$ cat config.mk
export PLATFORM = sky130hd
export DESIGN_NAME = mem_arb_flat
export DESIGN_NICKNAME = d
export VERILOG_FILES = /design/src/rtl/wisc_mem_pkg.sv /design/src/rtl/mem_arb_if.sv /design/src/rtl/mem_arb_chk.sv /design/src/rtl/mem_arb_starve_ctr.sv /design/src/rtl/mem_arb.sv /design/src/flat_wrapper.sv
export SDC_FILE = /design/constraint.sdc
export NUM_CORES = 1
export LEC_CHECK = 0
export CAP_MARGIN = 10
export CORE_AREA = 4 4 116 118
export DETAILED_ROUTE_END_ITERATION = 12
export DIE_AREA = 0 0 120 122
export PLACE_DENSITY_LB_ADDON = 0.1
export RECOVER_POWER = 100
export SLEW_MARGIN = 0
export SYNTH_ARGS = -nofsm -noshare
export SYNTH_HDL_FRONTEND = slang
export SYNTH_SLANG_ARGS = --single-unit
$ cat constraint.sdc
create_clock -name clk -period 2.04 [get_ports clk]
set_clock_uncertainty 0.1 [all_clocks]
set_input_delay 0.408 -clock clk [delete_from_list [all_inputs] [get_ports clk]]
set_output_delay 0.408 -clock clk [all_outputs]
set_load 0.02 [all_outputs]
$ cat src/rtl/wisc_mem_pkg.sv
// Shared types and defaults for the WISC-SC15 unified-memory arbiter.
// States, requester ids and the saturating-increment helper live here.
package wisc_mem_pkg;

  typedef enum logic [1:0] {
    IDLE  = 2'd0,
    ISSUE = 2'd1,
    WAIT  = 2'd2,
    DONE  = 2'd3
  } arb_state_e;

  typedef enum logic {
    REQ_IF = 1'b0,
    REQ_D  = 1'b1
  } req_id_e;

  localparam int MEM_LAT_DEF    = 2;
  localparam int STARVE_MAX_DEF = 3;

  function automatic logic [3:0] sat_inc(input logic [3:0] v, input logic [3:0] max);
    return (v >= max) ? max : v + 4'd1;
  endfunction

endpackage

$ cat src/rtl/mem_arb_if.sv
// Bundle of the fetch port, data port and memory port around mem_arb.
// slave = arbiter view; master = core plus memory model view.
interface mem_arb_if #(
  parameter int ADDR_W = 16,
  parameter int DATA_W = 16
);
  logic              if_req;
  logic [ADDR_W-1:0] if_addr;
  logic              if_valid;
  logic [DATA_W-1:0] if_rdata;
  logic              d_req;
  logic              d_we;
  logic [ADDR_W-1:0] d_addr;
  logic [DATA_W-1:0] d_wdata;
  logic              d_valid;
  logic [DATA_W-1:0] d_rdata;
  logic              mem_en;
  logic              mem_we;
  logic [ADDR_W-1:0] mem_addr;
  logic [DATA_W-1:0] mem_wdata;
  logic [DATA_W-1:0] mem_rdata;
  logic              stall;

  modport slave (
    input  if_req, if_addr, d_req, d_we, d_addr, d_wdata, mem_rdata,
    output if_valid, if_rdata, d_valid, d_rdata,
    output mem_en, mem_we, mem_addr, mem_wdata, stall
  );

  modport master (
    output if_req, if_addr, d_req, d_we, d_addr, d_wdata, mem_rdata,
    input  if_valid, if_rdata, d_valid, d_rdata,
    input  mem_en, mem_we, mem_addr, mem_wdata, stall
  );
endinterface

$ cat src/rtl/mem_arb_chk.sv
// Protocol checks for mem_arb: requests must be held for the whole access,
// valids never overlap and the starvation count stays in range.
module mem_arb_chk
  import wisc_mem_pkg::*;
#(
  parameter int STARVE_MAX = STARVE_MAX_DEF
) (
  input logic       clk,
  input logic       rst,
  input arb_state_e i_state,
  input req_id_e    i_win,
  input logic       i_if_req,
  input logic       i_d_req,
  input logic       i_if_valid,
  input logic       i_d_valid,
  input logic [3:0] i_starve_cnt
);
  logic w_busy;
  assign w_busy = (i_state != IDLE);

  a_if_held: assert property (@(posedge clk) disable iff (rst)
    (w_busy && i_win == REQ_IF) |-> i_if_req);
  a_d_held: assert property (@(posedge clk) disable iff (rst)
    (w_busy && i_win == REQ_D) |-> i_d_req);
  a_one_valid: assert property (@(posedge clk) disable iff (rst)
    !(i_if_valid && i_d_valid));
  a_cnt_range: assert property (@(posedge clk) disable iff (rst)
    i_starve_cnt <= 4'(STARVE_MAX));
endmodule

$ cat src/rtl/mem_arb_starve_ctr.sv
// Counts data grants that overtook a waiting fetch; saturates at MAX.
// o_sat tells the arbiter that the fetch must win the next grant.
module arb_starve_ctr
  import wisc_mem_pkg::*;
#(
  parameter int MAX = STARVE_MAX_DEF
) (
  input  logic       clk,
  input  logic       rst,
  input  logic       i_inc,
  input  logic       i_clr,
  output logic [3:0] o_cnt,
  output logic       o_sat
);
  localparam logic [3:0] MAX_C = 4'(MAX);

  logic [3:0] r_cnt;

  // Clear has priority over increment; otherwise the count holds.
  always_ff @(posedge clk) begin
    if (rst)        r_cnt <= 4'd0;
    else if (i_clr) r_cnt <= 4'd0;
    else if (i_inc) r_cnt <= sat_inc(r_cnt, MAX_C);
  end

  assign o_cnt = r_cnt;
  assign o_sat = (r_cnt == MAX_C);
endmodule

$ cat src/rtl/mem_arb.sv
// Serialises fetch and data accesses onto one multi-cycle memory port.
// Data wins unless a waiting fetch has been overtaken STARVE_MAX times.
module mem_arb
  import wisc_mem_pkg::*;
#(
  parameter int ADDR_W     = 16,
  parameter int DATA_W     = 16,
  parameter int MEM_LAT    = MEM_LAT_DEF,
  parameter int STARVE_MAX = STARVE_MAX_DEF
) (
  input logic      clk,
  input logic      rst,
  mem_arb_if.slave bus
);
  arb_state_e        r_state, w_nxt;
  req_id_e           r_win, w_win;
  logic              r_we;
  logic [2:0]        r_cnt;
  logic              w_grant, w_sample, w_inc, w_clr, w_sat;
  logic [3:0]        w_starve_cnt;
  logic              r_mem_en, r_mem_we, r_if_valid, r_d_valid;
  logic [ADDR_W-1:0] r_mem_addr;
  logic [DATA_W-1:0] r_mem_wdata, r_if_rdata, r_d_rdata;

  // State register.
  always_ff @(posedge clk) begin
    if (rst) r_state <= IDLE;
    else     r_state <= w_nxt;
  end

  // Next state, grant decision and end-of-latency sampling strobe.
  always_comb begin
    w_nxt    = r_state;
    w_grant  = 1'b0;
    w_win    = REQ_D;
    w_sample = 1'b0;
    case (r_state)
      IDLE: begin
        if (bus.if_req || bus.d_req) begin
          w_grant = 1'b1;
          w_nxt   = ISSUE;
          if (bus.if_req && (w_sat || !bus.d_req)) w_win = REQ_IF;
          else                                     w_win = REQ_D;
        end else begin
          w_nxt = IDLE;
        end
      end
      ISSUE: w_nxt = WAIT;
      WAIT: begin
        if (r_cnt == 3'd0) begin
          w_nxt    = DONE;
          w_sample = 1'b1;
        end else begin
          w_nxt = WAIT;
        end
      end
      DONE:    w_nxt = IDLE;
      default: w_nxt = IDLE;
    endcase
  end

  assign w_inc = w_grant && (w_win == REQ_D) && bus.if_req;
  assign w_clr = w_grant && (w_win == REQ_IF);

  arb_starve_ctr #(.MAX(STARVE_MAX)) u_starve (
    .clk   (clk),
    .rst   (rst),
    .i_inc (w_inc),
    .i_clr (w_clr),
    .o_cnt (w_starve_cnt),
    .o_sat (w_sat)
  );

  // Winner latch, memory strobe, latency count and registered responses.
  always_ff @(posedge clk) begin
    if (rst) begin
      r_win       <= REQ_IF;
      r_we        <= 1'b0;
      r_cnt       <= 3'd0;
      r_mem_en    <= 1'b0;
      r_mem_we    <= 1'b0;
      r_mem_addr  <= '0;
      r_mem_wdata <= '0;
      r_if_valid  <= 1'b0;
      r_d_valid   <= 1'b0;
      r_if_rdata  <= '0;
      r_d_rdata   <= '0;
    end else begin
      r_mem_en   <= w_grant;
      r_mem_we   <= w_grant && (w_win == REQ_D) && bus.d_we;
      r_if_valid <= w_sample && (r_win == REQ_IF);
      r_d_valid  <= w_sample && (r_win == REQ_D);
      if (w_grant) begin
        r_win       <= w_win;
        r_we        <= (w_win == REQ_D) && bus.d_we;
        r_mem_addr  <= (w_win == REQ_D) ? bus.d_addr : bus.if_addr;
        r_mem_wdata <= (w_win == REQ_D) ? bus.d_wdata : '0;
      end
      // WAIT lasts MEM_LAT cycles: the count runs MEM_LAT-1 down to 0.
      if (r_state == ISSUE)                         r_cnt <= 3'(MEM_LAT - 1);
      else if (r_state == WAIT && r_cnt != 3'd0)    r_cnt <= r_cnt - 3'd1;
      if (w_sample && r_win == REQ_IF)              r_if_rdata <= bus.mem_rdata;
      if (w_sample && r_win == REQ_D && !r_we)      r_d_rdata  <= bus.mem_rdata;
    end
  end

  assign bus.mem_en    = r_mem_en;
  assign bus.mem_we    = r_mem_we;
  assign bus.mem_addr  = r_mem_addr;
  assign bus.mem_wdata = r_mem_wdata;
  assign bus.if_valid  = r_if_valid;
  assign bus.if_rdata  = r_if_rdata;
  assign bus.d_valid   = r_d_valid;
  assign bus.d_rdata   = r_d_rdata;
  assign bus.stall     = bus.if_req & ~r_if_valid;

  mem_arb_chk #(.STARVE_MAX(STARVE_MAX)) u_chk (
    .clk          (clk),
    .rst          (rst),
    .i_state      (r_state),
    .i_win        (r_win),
    .i_if_req     (bus.if_req),
    .i_d_req      (bus.d_req),
    .i_if_valid   (r_if_valid),
    .i_d_valid    (r_d_valid),
    .i_starve_cnt (w_starve_cnt)
  );
endmodule

$ cat src/flat_wrapper.sv
// flat-port wrapper written by rule: the top's interface ports become plain ports
module mem_arb_flat import wisc_mem_pkg::*;
#(
  parameter int ADDR_W     = 16,
  parameter int DATA_W     = 16,
  parameter int MEM_LAT    = MEM_LAT_DEF,
  parameter int STARVE_MAX = STARVE_MAX_DEF
)
  (clk, rst, bus_if_req, bus_if_addr, bus_d_req, bus_d_we, bus_d_addr, bus_d_wdata, bus_mem_rdata, bus_if_valid, bus_if_rdata, bus_d_valid, bus_d_rdata, bus_mem_en, bus_mem_we, bus_mem_addr, bus_mem_wdata, bus_stall);
  mem_arb_if #(.ADDR_W(ADDR_W), .DATA_W(DATA_W)) bus_i ();
  input logic clk;
  input logic rst;
  input wire logic [$bits(bus_i.if_req)-1:0] bus_if_req;
  input wire logic [$bits(bus_i.if_addr)-1:0] bus_if_addr;
  input wire logic [$bits(bus_i.d_req)-1:0] bus_d_req;
  input wire logic [$bits(bus_i.d_we)-1:0] bus_d_we;
  input wire logic [$bits(bus_i.d_addr)-1:0] bus_d_addr;
  input wire logic [$bits(bus_i.d_wdata)-1:0] bus_d_wdata;
  input wire logic [$bits(bus_i.mem_rdata)-1:0] bus_mem_rdata;
  output wire logic [$bits(bus_i.if_valid)-1:0] bus_if_valid;
  output wire logic [$bits(bus_i.if_rdata)-1:0] bus_if_rdata;
  output wire logic [$bits(bus_i.d_valid)-1:0] bus_d_valid;
  output wire logic [$bits(bus_i.d_rdata)-1:0] bus_d_rdata;
  output wire logic [$bits(bus_i.mem_en)-1:0] bus_mem_en;
  output wire logic [$bits(bus_i.mem_we)-1:0] bus_mem_we;
  output wire logic [$bits(bus_i.mem_addr)-1:0] bus_mem_addr;
  output wire logic [$bits(bus_i.mem_wdata)-1:0] bus_mem_wdata;
  output wire logic [$bits(bus_i.stall)-1:0] bus_stall;
  assign bus_i.if_req = bus_if_req;
  assign bus_i.if_addr = bus_if_addr;
  assign bus_i.d_req = bus_d_req;
  assign bus_i.d_we = bus_d_we;
  assign bus_i.d_addr = bus_d_addr;
  assign bus_i.d_wdata = bus_d_wdata;
  assign bus_i.mem_rdata = bus_mem_rdata;
  assign bus_if_valid = bus_i.if_valid;
  assign bus_if_rdata = bus_i.if_rdata;
  assign bus_d_valid = bus_i.d_valid;
  assign bus_d_rdata = bus_i.d_rdata;
  assign bus_mem_en = bus_i.mem_en;
  assign bus_mem_we = bus_i.mem_we;
  assign bus_mem_addr = bus_i.mem_addr;
  assign bus_mem_wdata = bus_i.mem_wdata;
  assign bus_stall = bus_i.stall;
  mem_arb #(.ADDR_W(ADDR_W), .DATA_W(DATA_W), .MEM_LAT(MEM_LAT), .STARVE_MAX(STARVE_MAX)) u_core (.clk(clk), .rst(rst), .bus(bus_i));
endmodule
==> results of run 1 <==
-- cell usage after synthesis (2+ instances only) --
library cell / count / share of area
nor2b_1: 2 / 0.0041
nand2_2: 2 / 0.0041
o21a_1: 2 / 0.0049
buf_4: 4 / 0.0098
o21ai_2: 2 / 0.0057
nor2_1: 22 / 0.027
ha_1: 6 / 0.024
buf_2: 6 / 0.0098
dfxtp_1: 79 / 0.52
buf_6: 2 / 0.0073
a21oi_1: 69 / 0.11
nand2_1: 99 / 0.12
nor3b_1: 3 / 0.0073
nor3_1: 6 / 0.0098
inv_1: 7 / 0.0086
clkbuf_1: 14 / 0.017
nand3_1: 17 / 0.028
a211oi_1: 16 / 0.039
-- what timing repair did --
item | in CTS | in global routing
setup endpoints to repair | 1 | 0
resized for setup | 1 | 0
hold endpoints to repair | 0 | 0
-- cell families (layout without fill, tap and decap cells) --
| logic type | count (synthesis) | after routing | synth area share |
|---|---|---|---|
| buffers and inverters | 34 | 172 | 0.05748 |
| adder cells (fa/ha/maj) | 6 | 6 | 0.02446 |
| AO/OA/AOI/OAI | 92 | 92 | 0.1708 |
| flip-flops | 79 | 79 | 0.5153 |
| XOR/XNOR | 1 | 1 | 0.002854 |
| AND/OR/NAND/NOR | 159 | 159 | 0.2291 |
-- area by class of cell --
type	instances	area, sq um	area share
well taps	172	215.2	0.04338
multi-input cells	258	1301	0.2623
inverters	7	26.28	0.005296
repair buffers	150	1548	0.3120
flip-flops and latches	79	1582	0.3188
clock buffers	10	229.0	0.04615
clock inverters	5	60.06	0.01211
-- metal layers --
metal	part of all wire	routed length [microns]
met1	0.45	4225
met2	0.43	4026
met3	0.11	997
met4	0.019	180
met5	0	0
-- power breakdown --
| group | switching [mW] | internal (mW) | leakage, nW |
|---|---|---|---|
| clock network | 0.639 | 0.943 | 0.139 |
| registers | 0.0877 | 1.72 | 0.646 |
| logic | 0.696 | 0.577 | 1.24 |
| total | 1.42 | 3.24 | 2.02 |
-- worst min path at each step --
stage / startpoint / end / slack [ns] / cells after the start
2_1_floorplan: u_core.u_starve.o_cnt[3] / u_core.u_starve.o_cnt[3] / 0.37 / 1
3_3_place_gp: u_core.bus.mem_wdata[9] / u_core.bus.mem_wdata[9] / 0.34 / 2
3_5_place_dp: u_core.bus.d_rdata[5] / u_core.bus.d_rdata[5] / 0.35 / 2
4_1_cts: u_core.bus.d_rdata[5] / u_core.bus.d_rdata[5] / 0.35 / 2
5_1_grt: u_core.bus.mem_wdata[14] / u_core.bus.mem_wdata[14] / 0.37 / 2
6_report: u_core.bus.mem_wdata[15] / u_core.bus.mem_wdata[15] / 0.35 / 2
-- flip-flops by register name, indices dropped and copies added, names as in the netlist --
signal / flops
u_core.bus.d_rdata: 16
u_core.bus.d_valid: 1
u_core.bus.if_rdata: 16
u_core.bus.if_valid: 1
u_core.bus.mem_addr: 16
u_core.bus.mem_en: 1
u_core.bus.mem_wdata: 16
u_core.bus.mem_we: 1
u_core.r_cnt: 3
u_core.r_state: 2
u_core.r_we: 1
u_core.r_win: 1
u_core.u_starve.o_cnt: 4
-- worst max-delay path, stage by stage --
cell and delay (ns):
dlygate4sd3_1 0.54, nor2b_1 0.12, dlygate4sd2_1 0.34
-- per-stage QoR --
stage / cells / setup WS [ns]
global route: 681 / 0.05303
CTS: 681 / 0.1830
finish: 681 / 0.1262
floorplan: 371 / 0.3891
detailed placement: 666 / -0.09726
global placement: 666 / -0.1001
==> results.py, run 1 <==
metrics = {
    "setup_path": {
        "startpoint": "bus_if_req",
        "crit_end": "bus_stall",
        "crit_type": "input port to output port",
        "r2r_slack_ns": 0.21,
        "critical_path.endpoint_type": "output port",
        "start_kind": "input port",
        "r2r-end": "u_core.bus.mem_addr[7]",
        "cp_max_fo": 2,
        "cp.arrival_ns": 1.41,
        "worst_ep_required_time_ns": 1.53,
        "r2r_start": "u_core.r_state[0]",
        "r2r.worst_path.cells": 7,
    },
    "timing": {
        "slew_violations": 0,
        "finalHoldViolCount": 0,
        "tns_ns": 0,
        "relSlewSlack": 0.6037,
        "min_period_over_period": 0.9382,
        "setup_viol": 0,
        "clock.fmax_mhz": 522.5,
        "rsz0062_at_grt": "false",
        "min_period_ns": 1.914,
        "worst_slew_pin_slew_ns": 0.5944,
        "holdWs_ns": 0.3504,
    },
    "logic_synthesis": {
        "synth_edf_count": 0,
        "yosysWarnings": 0,
        "synth-main-ff-cell": "dfxtp_1",
        "async_reset_ff_frac": 0,
        "synth_cell_types": 31,
        "ys_seq_elements": 79,
        "syn_inst": 371,
        "ys_seq_area_frac": 0.5153,
        "syn_area_per_cell_sq_um": 8.273,
        "syn_nets": 446,
        "synth.cell_area_sq_um": 3069,
    },
    "drt": {
        "final_antenna_net_count": 0,
        "vias": 2923,
        "routed_wl_microns": 9430,
        "wl_per_cell_microns": 13.85,
        "drtPass1Iterations": 6,
        "drt_iter0_drc": 166,
        "route.detailed.drc": 0,
        "vias_per_cell": 4.292,
    },
    "die": {
        "die_h_microns": 122,
        "fp.coreArea_sq_um": 12470,
        "start_util": 0.2462,
        "core.rowCount": 41,
        "die_w_microns": 120,
        "dieArea_sq_um": 14640,
        "num_io_pins": 138,
    },
    "clock_network": {
        "post_cts_buffers": 0,
        "cts_made_buffers": 9,
        "cts_tree": "built",
        "cts_root_buffer": "clkbuf_16",
        "postCtsHoldBufs": 0,
        "clockBufferDepth": 2,
        "clock_latency_ns": 0.33,
        "cts_sinks": 79,
        "htree_levels": 3,
        "clkTransAtPathRegs_ns": 0.06,
    },
    "placed_design": {
        "numPortBuffers": 137,
        "dp_hpwl_microns": 6634,
        "postPlaceCellArea_sq_um": 4686,
        "gp_congestion": 0.7523,
    },
    "global_routing": {
        "grt_pass1_vias": 3008,
        "grt_util_met3": 0.05942,
        "grt_overflow_total": 0,
        "met2_usage": 0.1970,
        "grt_pass1_wl_microns": 15220,
        "grt_max_degree": 28,
        "antenna_found_initial": 0,
        "busiest_layer": "met2",
        "grtUsageMet1": 0.1644,
        "track_usage": 0.1331,
    },
    "cells_and_area": {
        "design_area_sq_um": 4961,
        "utilization": 0.3980,
        "layout_common_cells": "nand2_1 (101), dfxtp_1 (79), a21oi_1 (69), dlygate4sd3_1 (69), clkdlybuf4s50_1 (66)",
        "layout-drive-gt1-share": 0.06680,
        "syn_to_final_growth_pct": 61.64,
        "n_antenna_cell": 0,
        "fillerInstances": 1282,
        "final_common_cell": "nand2_1",
        "nets": 580,
    },
    "run_status": {
        "status": "complete, no violations",
    },
    "worst_hold_path": {
        "hold_class": "flip-flop to flip-flop",
    },
    "flow_run": {
        "maxCapViolations": 0,
    },
    "power": {
        "total_power_mw": 4.658,
        "ir_drop_mv": 0.4102,
        "power-per-cell-area_nw_per_um2": 938.9,
        "power_leakage_nw": 2.022,
    },
}
(Power assumes the default switching activity.)
==> inputs of run 2 (changes only) <==
ABC_CLOCK_PERIOD_IN_PS = 2040   (was unset)
==> results of run 2 <==
No change in the layout: final DEF, timing and power equal those of run 1.
==> inputs of run 3 (changes only) <==
CORE_AREA = 2 2 114 116   (was 4 4 116 118)
DIE_AREA = 0 0 116 118   (was 0 0 120 122)
==> run 3 against run 2 <==
Against the previous run: cell area shrank 0.88%; critical endpoint is now bus_mem_addr[13]; register-to-register slack is essentially flat; sequential cell count is the same; sequential share of layout area grew 0.28 points; global-route usage grew 0.37 points; via count grew 1.3%; total power shrank 0.63%; cell count grew 0.29%; highest routed layer unchanged; die area shrank 6.5%.
==> results.py, run 3 (synthesis gave the netlist of run 1 again) <==
metrics = {
    "timing": {
        "min_period_over_period": 0.9216,
        "slew_violations": 0,
        "clock.fmax_mhz": 531.9,
        "setup_viol": 0,
        "min_period_ns": 1.880,
        "rsz0062_at_grt": "false",
        "worst_slew_pin_slew_ns": 0.6090,
        "holdWs_ns": 0.3233,
        "relSlewSlack": 0.5940,
        "finalHoldViolCount": 0,
    },
    "clock_network": {
        "htree_levels": 3,
        "clock_latency_ns": 0.33,
        "cts_sinks": 79,
        "clkTransAtPathRegs_ns": 0.06,
        "clockBufferDepth": 2,
        "cts_tree": "built",
        "cts_root_buffer": "clkbuf_16",
        "postCtsHoldBufs": 0,
        "cts_made_buffers": 9,
    },
    "worst_hold_path": {
        "hold_depth": 2,
        "hp-start": "rst",
        "hold_class": "input port to flip-flop",
        "whs_endpoint": "u_core.r_state[1]",
    },
    "setup_path": {
        "cp_cell_sequence": "dlygate4sd3_1",
        "cp.arrival_ns": 1.37,
        "path_buf_inv": 1,
        "r2r_slack_ns": 0.21,
        "crit_slowest_cell": "dlygate4sd3_1",
        "worst_ep_required_time_ns": 1.53,
        "crit_type": "flip-flop to output port",
        "cp_max_fo": 2,
        "cpLargestDelayFamily": "buffers and inverters",
        "critical_path.endpoint_type": "output port",
        "r2r-end": "u_core.bus.if_rdata[9]",
        "start_kind": "flip-flop",
        "worst_path_largest_cell_delay_ns": 0.71,
        "r2r.worst_path.cells": 7,
        "r2r_start": "u_core.r_cnt[0]",
    },
    "cells_and_area": {
        "nets": 582,
        "syn_to_final_growth_pct": 60.21,
        "layout-drive-gt1-share": 0.06849,
        "n_antenna_cell": 0,
        "multi_input_area_sq_um": 1304,
        "seqCellArea_sq_um": 1582,
        "final_common_cell": "nand2_1",
        "utilization": 0.3961,
        "fillerInstances": 1321,
        "layout_common_cells": "nand2_1 (100), dfxtp_1 (79), a21oi_1 (69)",
    },
    "drt": {
        "wl_per_cell_microns": 13.53,
        "drt_iter0_drc": 119,
        "vias": 2962,
        "routed_wl_microns": 9238,
        "drtPass1Iterations": 4,
        "route.detailed.drc": 0,
        "vias_per_cell": 4.337,
        "final_antenna_net_count": 0,
    },
    "power": {
        "ir_drop_mv": 0.3259,
        "switchingPower_mw": 1.410,
        "p_sw_frac": 0.3046,
        "power_leakage_nw": 2.001,
        "p_int_mw": 3.219,
        "pwr-share-comb": 0.271,
        "clkPwrFrac": 0.340,
        "power-per-cell-area_nw_per_um2": 941.3,
        "seq_power_share": 0.390,
    },
    "placed_design": {
        "gp_congestion": 0.7515,
        "numPortBuffers": 137,
        "dp_hpwl_microns": 6434,
    },
    "global_routing": {
        "track_usage": 0.1368,
        "grt_pass1_vias": 2946,
        "grt_max_degree": 30,
        "grt_pass1_wl_microns": 14650,
        "antenna_found_initial": 0,
        "grt_overflow_total": 0,
    },
    "run_status": {
        "status": "complete, no violations",
    },
    "die": {
        "die_h_microns": 118,
        "dieArea_sq_um": 13690,
        "num_io_pins": 138,
        "core.rowCount": 41,
        "start_util": 0.2472,
        "fp.coreArea_sq_um": 12410,
        "die_w_microns": 116,
    },
    "flow_run": {
        "maxCapViolations": 0,
    },
}
run 3: cell types whose count changed in the layout (fill, tap and decap cells not counted), moves of 2 or more:
cell | previous run | this run
buf_12 | 7 | 3
buf_4 | 5 | 7
clkbuf_1 | 1 | 3
clkinv_4 | 2 | 0
run 3: cell type report:
type	instances	area share
Clock inverter	5	0.01196
Clock buffer	10	0.04656
Inverter	7	0.005344
Multi-Input combinational cell	258	0.2651
Timing Repair Buffer	152	0.3056
Tap cell	172	0.04377
Sequential cell	79	0.3216
run 3: repair_timing:
action | in CTS | in global routing
buffers inserted | 0 | 0
endpoints found under the setup margin | 1 | 0
endpoints found under the hold margin | 0 | 0
resized for setup | 1 | 0
run 3: power by group through the flow:
stage | combinational [mW] | sequential, mW | clock, mW
2_1_floorplan | 0.536 | 2.01 | 0
3_3_place_gp | 1.34 | 1.84 | 0
3_5_place_dp | 1.35 | 1.84 | 0
4_1_cts | 1.35 | 1.81 | 1.64
5_1_grt | 1.38 | 1.83 | 1.70
6_report | 1.25 | 1.80 | 1.57
run 3: per-stage QoR:
step	cells	area (sq um)	power [mW]	setup WS, ns	TNS (ns)
final	683	4917	4.629	0.1599	0
after floorplan	371	3069	2.549	0.3891	0
after global placement	668	4663	3.177	-0.08019	-0.08019
after global routing	683	4917	4.912	0.05633	0
after CTS	683	4950	4.805	0.1947	0
after detailed placement	668	4663	3.194	-0.08122	-0.09159
run 3: metal layers:
layer  vias up  track usage  wire length (microns)
li1       1516            -                      -
met1      1337       0.1643                   4048
met2        97       0.2113                   4100
met3        12      0.05973                    937
met4         0      0.05804                    151
met5         -            0                      0
run 3: how the worst max path moves through the flow:
stage	to	depth (start not counted)	slack, ns	start
after floorplan	u_core.bus.if_rdata[10]	8	0.39	u_core.r_cnt[0]
after global placement	bus_stall	3	-0.08	bus_if_req
after CTS	bus_stall	3	0.19	bus_if_req
final	bus_mem_addr[13]	1	0.16	u_core.bus.mem_addr[13]
after global routing	u_core.bus.mem_addr[6]	7	0.06	bus_if_req
after detailed placement	bus_stall	3	-0.08	bus_if_req
==> patch (config.mk and constraints of run 3) <==
`ADDR_W` is set to 16 in 3 places; all go to 14.
--- a/src/rtl/mem_arb_if.sv
+++ b/src/rtl/mem_arb_if.sv
@@ -3,3 +3,3 @@
 interface mem_arb_if #(
-  parameter int ADDR_W = 16,
+  parameter int ADDR_W = 14,
   parameter int DATA_W = 16
--- a/src/rtl/mem_arb.sv
+++ b/src/rtl/mem_arb.sv
@@ -5,3 +5,3 @@
 #(
-  parameter int ADDR_W     = 16,
+  parameter int ADDR_W     = 14,
   parameter int DATA_W     = 16,
--- a/src/flat_wrapper.sv
+++ b/src/flat_wrapper.sv
@@ -3,3 +3,3 @@
 #(
-  parameter int ADDR_W     = 16,
+  parameter int ADDR_W     = 14,
   parameter int DATA_W     = 16,
Ports: changed (resized bus_d_addr, bus_if_addr and bus_mem_addr); port bits go from 138 to 132. The function was not compared with the original's and may differ.
==> patch against run 3 <==
Synthesized area decreased by 1.1%; setup slack got worse by 0.057 ns; combinational power decreased by 4%; sequential cell count decreased by 2; hold slack improved by 0.026 ns; via count decreased by 2.3%; register-to-register slack about the same; fmax decreased by 3.0%; wire length decreased by 3.6%; cell area decreased by 1.9%; power decreased by 0.71%; largest cell class unchanged.
==> patch: results <==
[yosys]
syn_inst = 362
synth_nets = 433
ys_types = 38
synthTopCellsByArea = "dfxtp_1 (51%), nand2_1 (12%), a21oi_1 (9.9%), nand3_1 (3.0%), a211oi_2 (2.5%)"
synthTopCellsByCount = "nand2_1 (98), dfxtp_1 (77), a21oi_1 (60), nor2_1 (20), nand3_1 (18)"
ys_seq_area_frac = 0.5076

[placement]
dp_hpwl_um = 6218
gp_congestion = 0.6854
numPortBuffers = 131
placed_area_um2 = 4578
post-place-cells = 653
place_ws_ns = -0.1303

[layout]
drive_gt1_frac = 0.07646
nets = 563
antenna_cells = 0
fin_cells = 669

[worst_hold_path]
holdCritPathClass = "reg2reg"

[global_route]
grt_max_degree = 36
grt_pass1_wl_um = 14550
grt_pass1_vias = 2995
grt_use_total = 0.1366

[clock_network]
clockBufferDepth = 2

[setup_path]
critPathMaxStageDelay_ns = 0.55
cp.arrival_ns = 1.43

[power_and_ir_drop]
switching_share = 0.2929
vdd_drop_max_mv = 0.3204
leakagePower_nw = 1.930

[route]
drt_iter0_markers = 123
avgRoutedWirePerCell_um = 13.31
vias_per_cell = 4.327

[status]
status = "completed"

[timing]
tightest_slew_ns = 0.6628
## patch: final cells by class
type                    instances  area (um^2)
well taps                     172        215.2
clock buffers                  13        270.3
inverters                       7        26.28
clock inverters                 3        42.54
repair buffers                146         1450
multi-input cells             251         1277
fillers                      1315         7591
flip-flops and latches         77         1541
## patch: power groups by stage
stage                     Clock [W]  Combinational (W)  Sequential, W
after floorplan                   0           0.000548        0.00195
after global placement            0            0.00131        0.00178
after detailed placement          0            0.00133        0.00179
after CTS                   0.00171            0.00133        0.00176
after global routing        0.00176            0.00133        0.00177
final                       0.00164            0.00120        0.00175
## patch: layer usage
| layer | part of all wire | GRT usage |
|---|---|---|
| met2 | 0.46 | 0.2200 |
| met5 | 0 | 0 |
| met1 | 0.42 | 0.1551 |
| met4 | 0.017 | 0.05804 |
| met3 | 0.11 | 0.06128 |
## patch: worst paths after layout
path	endpoint	slack [ns]	start	depth (start not counted)
hold reg to reg	u_core.bus.d_rdata[11]	0.35	u_core.bus.d_rdata[11]	2
setup reg to reg	u_core.bus.if_rdata[1]	0.21	u_core.r_cnt[0]	7
hold / removal	u_core.bus.d_rdata[11]	0.35	u_core.bus.d_rdata[11]	2
setup / recovery	bus_stall	0.10	bus_if_req	3
## patch: cells by family after synthesis
group | after synthesis | share of synthesized area
DFF | 77 | 0.5076
buffers and inverters | 34 | 0.05933
and+or+nand+nor | 156 | 0.2209
xor gates and xnor gates | 1 | 0.002885
adders and majority gates | 6 | 0.02472
AOI/OAI and AO/OA | 88 | 0.1846
## patch: critical path, delay by kind of cell
| family | cells | cell delay, ns |
|---|---|---|
| AND/OR/NAND/NOR | 1 | 0.13 |
| buffers and inverters | 2 | 0.88 |
## patch: per-stage QoR
step / hold WS (ns) / power [W] / setup TNS [ns]
after floorplan: 0.3562 / 0.002496 / 0
after global placement: 0.3417 / 0.003097 / -0.1063
after detailed placement: 0.3455 / 0.003118 / -0.1303
after CTS: 0.3538 / 0.004803 / 0
after global routing: 0.3720 / 0.004862 / 0
final: 0.3488 / 0.004596 / 0
